## src/rtl/jtag_tap_master_if.sv

```systemverilog
// Command/response bus between a host and jtag_tap_master.
// The host drives the master modport, the TAP master sits on the slave modport.
interface jtag_tap_master_if #(
   parameter int unsigned DR_MAX = 64,
   parameter int unsigned LW     = 7
);
   logic              cmd_valid;
   logic              cmd_ready;
   logic [1:0]        cmd_op;
   logic [LW-1:0]     cmd_len;
   logic [DR_MAX-1:0] cmd_data;
   logic              rsp_valid;
   logic [DR_MAX-1:0] rsp_data;
   logic              rsp_err;

   modport master (
      output cmd_valid, cmd_op, cmd_len, cmd_data,
      input  cmd_ready, rsp_valid, rsp_data, rsp_err
   );

   modport slave (
      input  cmd_valid, cmd_op, cmd_len, cmd_data,
      output cmd_ready, rsp_valid, rsp_data, rsp_err
   );
endinterface

```

## src/rtl/jtag_tap_master.sv

```systemverilog
// Bit-level JTAG master: walks a target TAP through reset, IR and DR scans with TCK = CK/2,
// shifting cmd_data out on TDI and collecting TDO into rsp_data.
module jtag_tap_master #(
   parameter int unsigned DR_MAX = 64,
   parameter int unsigned LW     = 7
) (
   input  logic             CK,
   input  logic             TRST,
   jtag_tap_master_if.slave bus,
   output logic             TCK_O,
   output logic             TMS_O,
   output logic             TDI_O,
   input  logic             TDO_I
);
   localparam int unsigned CW = $clog2(2 * DR_MAX + 16);
   localparam int unsigned IW = (DR_MAX > 1) ? $clog2(DR_MAX) : 1;

   localparam logic [1:0] OpReset = 2'b00;
   localparam logic [1:0] OpIr    = 2'b01;

   typedef enum logic [1:0] {StStartup, StIdle, StRun, StDone} state_e;

   state_e            r_state, w_state_nxt;
   logic [CW-1:0]     r_cnt, w_cnt_nxt;
   logic [1:0]        r_op;
   logic [CW-1:0]     r_len;
   logic [DR_MAX-1:0] r_data;
   logic [DR_MAX-1:0] r_rsp;
   logic              r_err;

   logic              w_accept, w_bad, w_rst_seq, w_shift;
   logic [CW-1:0]     w_per, w_first, w_last, w_end;
   logic [IW-1:0]     w_idx;

   assign w_accept = (r_state == StIdle) && bus.cmd_valid;
   assign w_bad    = (bus.cmd_op == 2'b11) ||
                     ((bus.cmd_op != OpReset) &&
                      ((bus.cmd_len == '0) || (bus.cmd_len > LW'(DR_MAX))));

   // r_cnt is the CK cycle within the sequence (1-based): odd = TCK low, even = TCK high.
   always_comb begin
      w_rst_seq = (r_state == StStartup) || (r_op == OpReset);
      w_per     = (r_cnt - CW'(1)) >> 1;
      w_first   = (r_op == OpIr) ? CW'(4) : CW'(3);
      w_last    = w_first + r_len - CW'(1);
      w_idx     = IW'(w_per - w_first);
      w_shift   = (r_state == StRun) && !w_rst_seq && (w_per >= w_first) && (w_per <= w_last);
      w_end     = w_rst_seq ? CW'(12) : CW'((w_last + CW'(3)) << 1);
   end

   always_ff @(posedge CK or negedge TRST) begin
      if (!TRST) begin
         r_state <= StStartup;
         r_cnt   <= CW'(1);
         r_op    <= OpReset;
         r_len   <= '0;
         r_data  <= '0;
         r_rsp   <= '0;
         r_err   <= 1'b0;
      end else begin
         r_state <= w_state_nxt;
         r_cnt   <= w_cnt_nxt;
         if (w_accept) begin
            r_op   <= bus.cmd_op;
            r_len  <= CW'(bus.cmd_len);
            r_data <= bus.cmd_data;
            r_rsp  <= '0;
            r_err  <= w_bad;
         end else if (w_shift && !r_cnt[0]) begin
            // TDO is taken on the edge where TCK falls
            r_rsp[w_idx] <= TDO_I;
         end
      end
   end

   always_comb begin
      w_state_nxt = r_state;
      w_cnt_nxt   = r_cnt + CW'(1);
      unique case (r_state)
         StStartup: if (r_cnt == w_end) w_state_nxt = StIdle;
         StIdle: begin
            w_cnt_nxt = CW'(1);
            if (w_accept) w_state_nxt = w_bad ? StDone : StRun;
         end
         StRun:     if (r_cnt == w_end) w_state_nxt = StDone;
         StDone:    w_state_nxt = StIdle;
         default:   w_state_nxt = StStartup;
      endcase
   end

   always_comb begin
      bus.cmd_ready = (r_state == StIdle);
      bus.rsp_valid = (r_state == StDone);
      bus.rsp_data  = r_rsp;
      bus.rsp_err   = r_err;
      TCK_O         = 1'b0;
      TMS_O         = 1'b0;
      TDI_O         = 1'b0;
      if ((r_state == StStartup) || (r_state == StRun)) begin
         TCK_O = ~r_cnt[0];
         if (w_rst_seq) begin
            TMS_O = (w_per < CW'(5));
         end else begin
            // entry prefix (Select-DR[/IR]), leave Shift on the last bit, then Update, then Idle
            TMS_O = (w_per < w_first - CW'(2)) || (w_per == w_last) ||
                    (w_per == w_last + CW'(1));
         end
         TDI_O = w_shift & r_data[w_idx];
      end
   end
endmodule

```

## src/flat_wrapper.sv

```systemverilog
// flat-port wrapper written by rule: the top's interface ports become plain ports
module jtag_tap_master_flat 
#(
   parameter int unsigned DR_MAX = 64,
   parameter int unsigned LW     = 7
)
  (CK, TRST, TCK_O, TMS_O, TDI_O, TDO_I, bus_cmd_valid, bus_cmd_op, bus_cmd_len, bus_cmd_data, bus_cmd_ready, bus_rsp_valid, bus_rsp_data, bus_rsp_err);
  jtag_tap_master_if #(.DR_MAX(DR_MAX), .LW(LW)) bus_i ();
  input  logic CK;
  input  logic TRST;
  output logic TCK_O;
  output logic TMS_O;
  output logic TDI_O;
  input  logic TDO_I;
  input wire logic [$bits(bus_i.cmd_valid)-1:0] bus_cmd_valid;
  input wire logic [$bits(bus_i.cmd_op)-1:0] bus_cmd_op;
  input wire logic [$bits(bus_i.cmd_len)-1:0] bus_cmd_len;
  input wire logic [$bits(bus_i.cmd_data)-1:0] bus_cmd_data;
  output wire logic [$bits(bus_i.cmd_ready)-1:0] bus_cmd_ready;
  output wire logic [$bits(bus_i.rsp_valid)-1:0] bus_rsp_valid;
  output wire logic [$bits(bus_i.rsp_data)-1:0] bus_rsp_data;
  output wire logic [$bits(bus_i.rsp_err)-1:0] bus_rsp_err;
  assign bus_i.cmd_valid = bus_cmd_valid;
  assign bus_i.cmd_op = bus_cmd_op;
  assign bus_i.cmd_len = bus_cmd_len;
  assign bus_i.cmd_data = bus_cmd_data;
  assign bus_cmd_ready = bus_i.cmd_ready;
  assign bus_rsp_valid = bus_i.rsp_valid;
  assign bus_rsp_data = bus_i.rsp_data;
  assign bus_rsp_err = bus_i.rsp_err;
  jtag_tap_master #(.DR_MAX(DR_MAX), .LW(LW)) u_core (.CK(CK), .TRST(TRST), .bus(bus_i), .TCK_O(TCK_O), .TMS_O(TMS_O), .TDI_O(TDI_O), .TDO_I(TDO_I));
endmodule
```

## config.mk

```make
export PLATFORM = sky130hd
export DESIGN_NAME = jtag_tap_master_flat
export DESIGN_NICKNAME = d
export VERILOG_FILES = /design/src/rtl/jtag_tap_master_if.sv /design/src/rtl/jtag_tap_master.sv /design/src/flat_wrapper.sv
export SDC_FILE = /design/constraint.sdc
export NUM_CORES = 1
export LEC_CHECK = 0
export ABC_CLOCK_PERIOD_IN_PS = 6950
export BUFFER_PORTS_ARGS = -buffer_cell sky130_fd_sc_hd__buf_2
export CORE_ASPECT_RATIO = 1.4
export CORE_MARGIN = 1
export CORE_UTILIZATION = 55
export CTS_BUF_LIST = sky130_fd_sc_hd__clkbuf_8 sky130_fd_sc_hd__clkbuf_16
export CTS_CLUSTER_SIZE = 14
export DETAILED_ROUTE_END_ITERATION = 8
export PLACE_DENSITY = 0.9
export SYNTH_ARGS = -nofsm -noshare
export SYNTH_HDL_FRONTEND = slang
export SYNTH_SLANG_ARGS = --single-unit
```

## constraint.sdc

```tcl
create_clock -name CK -period 6.95 [get_ports CK]
set_input_delay 0.3475 -clock CK [delete_from_list [all_inputs] [get_ports CK]]
set_output_delay 0.3475 -clock CK [all_outputs]
set_load 0.01 [all_outputs]
```

# Word-level counts from Yosys, hierarchy flattened
# Cells that the tools add are included.
[word_totals] regBits=148 ramBits=0 mem_count=0 output_inout_bits=70 romBits=0 latchBits=0 in_bits=77
[classes] n_eq_ne=11 mux=19 add_sub_neg=8 bitwise=2 mul=0 div=0 order_cmp=7 n_reduce_logical=21 n_shift=0
[ops] cell="two-way mux 64 bit" count=2
[ops] cell="bitwise mux 64 bit" count=1
[ops] cell="adder 8 x 1 -> 8 bit (second input constant)" count=2
[ops] cell="== test 7 x 8 -> 1 bit" count=2
[ops] cell="two-way mux 8 bit" count=2
[ops] cell="subtractor 8 x 1 -> 8 bit (second input constant)" count=2
[ops] cell="adder 8 x 7 -> 8 bit" count=1
[ops] cell="== test 8 bit" count=1
[ops] cell="<= comparator 7 x 8 -> 1 bit" count=1
[ops] cell="< comparator 7 x 8 -> 1 bit" count=1
[ops] cell="case mux 2 bit (4 select lines)" count=1
[ops] cell="subtractor 8 x 2 -> 8 bit (second input constant)" count=1
[ops] cell="adder 7 x 2 -> 7 bit (second input constant)" count=1
[ops] cell=">= comparator 7 x 3 -> 1 bit" count=1
[ops] cell="greater-than comparator 7 bit (second input constant)" count=1
[ops] cell="logical AND 1 bit" count=7
[ops] cell="zero test 7 bit" count=1
[ops] cell="< comparator 6 x 7 -> 1 bit (second input constant)" count=1
[ops] cell="< comparator 7 x 3 -> 1 bit (second input constant)" count=1
[ops] cell="two-way mux 1 bit" count=7
[ops] cell="binary-select mux 1 bit (select 6 bit)" count=1
[ops] cell="demux 1 bit (select 6 bit)" count=1
[ops] cell="== test 2 bit (second input constant)" count=3
[ops] cell=">= comparator 6 x 1 -> 1 bit (second input constant)" count=1
[ops] cell="other kinds (13)" count=25

# Depth between registers and ports, before layout
[logic_depth] ltp_word=10 depth_mapped=18 mapped_depth_nobuf=17

# Worst setup path after synthesis
# Ideal clock, no wire load.
[synth_timing] path_kind="register to output" startpoint="reg u_core.r_cnt[0]" endpoint="out TDI_O" path_buffers=4 arrival_ns=3.852 setup_slack_ns=2.750 stages_incl_launch_ff=17 path_cell_list="dfstp_2 buf_6 inv_1 ha_1 xnor2_1 inv_1 ha_1 inv_1 ha_1 clkbuf_1 buf_1 clkbuf_1 mux4_2 nand2_1 a31oi_1 o22ai_1 nor4_1"
[synth_between] elab_chain_cells=6
[synth_rtl] item="start, declared" line_no="jtag_tap_master.sv:24" source="logic [CW-1:0] r_cnt, w_cnt_nxt;"
[synth_rtl] item="start signal, assigned" line_no="jtag_tap_master.sv:62" source="r_cnt <= w_cnt_nxt;"
[synth_rtl] item="subtractor 8 x 1 -> 8 bit *" line_no="jtag_tap_master.sv:43" source="w_per = (r_cnt - CW'(1)) >> 1;"
[synth_rtl] item="subtractor 6 bit or >= comparator 7 x 3 -> 1 bit (tied branches)" line_no="jtag_tap_master.sv:46, jtag_tap_master.sv:47"
[synth_rtl] item="binary-select mux 1 bit (select 6 bit) or logical AND 1 bit (tied branches)" line_no="jtag_tap_master.sv:108, jtag_tap_master.sv:47"
[synth_rtl] item="two-way mux 1 bit (implied by the code) or logical AND 1 bit (tied branches)" line_no="jtag_tap_master.sv:108, jtag_tap_master.sv:47"
[synth_rtl] item="AND 1 bit *" line_no="jtag_tap_master.sv:108" source="TDI_O = w_shift & r_data[w_idx];"
[synth_rtl] item="two-way mux 1 bit *" line_no="jtag_tap_master.sv:99" source="if ((r_state == StStartup) || (r_state == StRun)) begin"
[synth_rtl] item="end, declared" line_no="flat_wrapper.sv:13" source="output logic TDI_O;"
# Every way passes the cells marked *; elsewhere a longest branch is shown, timed or not. The select of a mux whose other input is x is not followed.

# Final worst setup path
# Same ends and word-level chain as after synthesis.

==> metrics.log <==
[metrics] run status: finished, violations left
[metrics] failing checks: hold timing
[metrics] clk_skew: 0.00913 ns
[metrics] Post-CTS Hold Fix Bufs: 0
[metrics] power density of the placed cells: 627 nW/um^2
[metrics] clock latency on the worst-skew pair: 0.42 ns
[metrics] max layer used: met4
[metrics] Worst Hold Margin: -0.00581 ns
[metrics] kind of end point of the critical path: output port
[metrics] Total Routed Length: 21.0 mm
[metrics] total via count after detailed routing: 6472
[metrics] maximum vdd drop: 0.000560 V
[metrics] maximum number of pins on one net before global-route repair: 89
[metrics] Met2 Wirelength: 10.9 mm
[metrics] Final Hold Fails: 7
[metrics] Hold Crit Class: input pin to asynchronous set/reset pin
[metrics] number of buffers created by CTS: 17
[metrics] FP Rows: 52
[metrics] ratio of cells with drive above 1 in the final layout: 32.8%
[metrics] unrepaired setup endpoints after global routing: no
[metrics] area used by multi-input combinational logic: 4320 sq um
[metrics] diode insertion count for antenna repair: 0
[metrics] launch point of the critical path: u_core.r_cnt[0]
[metrics] minimum setup slack after placement: 2.20 ns
[metrics] depth of the worst register-to-register path: 15
[metrics] Reg2Reg Capture Point: u_core.bus.rsp_data[28]
[metrics] area growth from synthesis to final layout: 17.5%
[metrics] sequential fraction of the synthesis area: 44.8%
[metrics] critical register-to-register path startpoint: u_core.r_op[1]
[metrics] worst-case register-to-register setup slack: 2.27 ns
[metrics] xor/xnor cell area share of the yosys netlist: 4.08%
[metrics] Worst Setup EP: TDI_O
[metrics] number of global-route vias before repair: 6677
[metrics] commonest cells after routing, fill and taps aside: sky130_fd_sc_hd__dfrtp_1, sky130_fd_sc_hd__buf_2, sky130_fd_sc_hd__nand2_1
[metrics] final-layout setup total negative slack: 0 ns
[metrics] critical path startpoint category: flop
[metrics] Fillers: 1076
[metrics] adder-cell share of the synthesized area: 4.30%
[metrics] transition time of the tightest slew-check pin: 1.13 ns
[metrics] starting density of the core: 56.8%
[metrics] iteration-0 DRC count of the detailed router: 438
[metrics] area fraction in and, or, nand and nor cells after synthesis: 14.9%
[metrics] net total in the final layout: 1001
[metrics] met3 wirelength from detailed routing: 1.09 mm
[metrics] total routing resource utilization after global routing: 28.5%
[metrics] final setup violation count: 0
[metrics] number of clock sinks: 148
[metrics] highest attainable clock frequency: 187 MHz
[metrics] # resized after CTS: 0
[metrics] Maximum Capacitance Violations: 0
[metrics] mapped cell area: 8270 sq um
[metrics] remaining antenna violation count: 0
[metrics] largest driver fanout on the critical path: 23
[metrics] total setup buffers inserted after CTS: 0
[metrics] Routed wire per std cell: 19.1 um
[metrics] maximum clock path buffer count: 2
[metrics] post-synthesis cell type with the largest combined area: sky130_fd_sc_hd__dfrtp_1
[metrics] Slew Viols, Final: 0
[metrics] width of the die: 106 um
[metrics] flip-flop and latch count after synthesis: 148
[metrics] worst-case headroom to the max-slew limit: 24.3%
[metrics] Core ar.: 14600 sq um
[metrics] Synth Area per Inst: 10.8 sq um
[metrics] fraction of synthesized area in multiplexers: 23.0%
[metrics] data arrival time at the worst-slack endpoint: 5.01 ns
[metrics] count of cell types in the netlist: 65
[metrics] level count of the clock H-tree: 4
[metrics] half-perimeter wire length after placement: 14.2 mm
[metrics] library cell used as clock root buffer: sky130_fd_sc_hd__clkbuf_16
[metrics] Residual DRC: 0
[metrics] count of boundary I/O pins: 147
[metrics] compound-cell area share of the yosys netlist: 5.87%
[metrics] Leak Pwr: 4.94 nW
[metrics] proportion of netlist area held by the largest area contributor: 44.5%
[metrics] required time of the critical path: 6.60 ns
[metrics] post-CTS clock slew at the launch and capture registers of the worst setup and hold paths: 0.06 ns
[metrics] wire length of the first global-routing pass: 34.5 mm
[metrics] Synth area leaders: sky130_fd_sc_hd__dfrtp_1, sky130_fd_sc_hd__mux2_2, sky130_fd_sc_hd__mux2i_1
[metrics] die footprint: 15500 sq um
[metrics] share of synthesized flip-flops with an asynchronous set or reset: 100%
[metrics] largest family of logic cells by synthesized area: multiplexers
[metrics] start-to-end type of the worst setup path: flop to output port
[metrics] antenna violations before repair: 0
[metrics] most common cell after layout, fill and taps aside: sky130_fd_sc_hd__dfrtp_1
[metrics] Via density: 5.89
[metrics] net count after synthesis: 872
[metrics] area occupied by registers: 3700 sq um
[metrics] number of warnings issued by yosys: 0
[metrics] time the worst path needs with I/O delays and setup: 5.36 ns
[metrics] GRT overflow: 0
[metrics] IO buf count: 146
[metrics] height of the die: 147 um
[metrics] Met1 Wirelength: 7.80 mm
[metrics] final worst path period share: 77.1%
[metrics] routability cong.: 0.915
[metrics] CTS tree: done
[metrics] prevailing post-synth register cell: sky130_fd_sc_hd__dfrtp_1
[metrics] EDFF count, synth: 0
[metrics] iteration count of the initial detailed-routing pass: 5
[metrics] minimum setup slack in the final design: 1.59 ns
[metrics] Syn Inst Count: 768
==> worst min path at each step <==
stage | endpoint | cells after the start | slack [ns]
2_1_floorplan | u_core.bus.rsp_data[0] | 0 | 0.05
3_3_place_gp | u_core.r_data[47] | 1 | 0.45
3_5_place_dp | u_core.r_data[47] | 1 | 0.46
4_1_cts | u_core.r_data[8] | 1 | 0.02
5_1_grt | u_core.r_data[44] | 1 | 0.06
6_report | u_core.r_data[37] | 1 | -0.006
==> area by class of cell <==
type / count / area share [%]
Sequential cell: 148 / 38.1
Clock inverter: 12 / 1.44
Inverter: 22 / 0.850
Multi-Input combinational cell: 557 / 44.5
Clock buffer: 19 / 4.66
Timing Repair Buffer: 151 / 7.97
Tap cell: 189 / 2.43
==> critical path: stages (launching register included) <==
cell and delay (ns):
sky130_fd_sc_hd__dfstp_2 0.62, sky130_fd_sc_hd__inv_1 0.10, sky130_fd_sc_hd__ha_1 0.23, sky130_fd_sc_hd__xnor2_1 0.27
sky130_fd_sc_hd__inv_1 0.14, sky130_fd_sc_hd__ha_1 0.32, sky130_fd_sc_hd__inv_1 0.06, sky130_fd_sc_hd__ha_1 1.01
sky130_fd_sc_hd__mux2_2 0.35, sky130_fd_sc_hd__o221ai_1 0.14, sky130_fd_sc_hd__o21ai_0 0.12, sky130_fd_sc_hd__o21ai_0 0.13
sky130_fd_sc_hd__o21ai_0 0.24, sky130_fd_sc_hd__o22ai_1 0.11, sky130_fd_sc_hd__nor4_1 0.53, sky130_fd_sc_hd__buf_2 0.24
==> cells by family (layout without fill, tap and decap cells) <==
family                   count (synthesis)  count (layout)
buffers and inverters                   63             204
adder cells (fa/ha/maj)                 28              28
AO/OA/AOI/OAI                           68              68
XOR/XNOR                                36              36
AND/OR/NAND/NOR                        262             262
multiplexers                           163             163
flip-flops                             148             148
==> layer usage <==
layer,GRT usage (%),up-vias
met2,49.2,260
met4,17.1,0
met3,5.01,83
met1,33.0,3189
met5,0,-
li1,-,2940
==> state kept, by name, indices dropped and copies added (netlist names) <==
name,flops
u_core.bus.rsp_data,64
u_core.r_op,2
u_core.r_cnt,8
u_core.r_data,64
u_core.r_state,2
u_core.bus.rsp_err,1
u_core.r_len,7
==> cell usage after synthesis (11+ instances only) <==
cell,count
sky130_fd_sc_hd__a21oi_1,11
sky130_fd_sc_hd__clkbuf_1,32
sky130_fd_sc_hd__dfrtp_1,147
sky130_fd_sc_hd__ha_1,26
sky130_fd_sc_hd__inv_1,21
sky130_fd_sc_hd__mux2_2,75
sky130_fd_sc_hd__mux2i_1,73
sky130_fd_sc_hd__mux4_2,14
sky130_fd_sc_hd__nand2_1,145
sky130_fd_sc_hd__nor2_1,31
sky130_fd_sc_hd__nor3_1,15
sky130_fd_sc_hd__o21ai_0,13
sky130_fd_sc_hd__xnor2_1,21
sky130_fd_sc_hd__xor2_1,12
==> power breakdown <==
part	switching, W	internal [W]	leakage [nW]
Clock	0.000351	0.000576	0.298
Sequential	0.000181	0.00112	1.90
Combinational	0.00219	0.00167	2.74
Total	0.00273	0.00337	4.94
==> per-stage QoR <==
step	power [W]	cells	utilization (%)	hold WS, ns	cell area (sq um)
2_1_floorplan	0.00422	768	-	0.0519	8270
3_3_place_gp	0.00491	1067	62.6	0.452	9120
3_5_place_dp	0.00505	1067	62.6	0.462	9120
4_1_cts	0.00604	1098	66.7	0.0192	9720
5_1_grt	0.00650	1098	66.7	0.0591	9720
6_report	0.00609	1098	66.7	-0.00581	9720
Note: power is estimated with default switching activity, not from simulation.
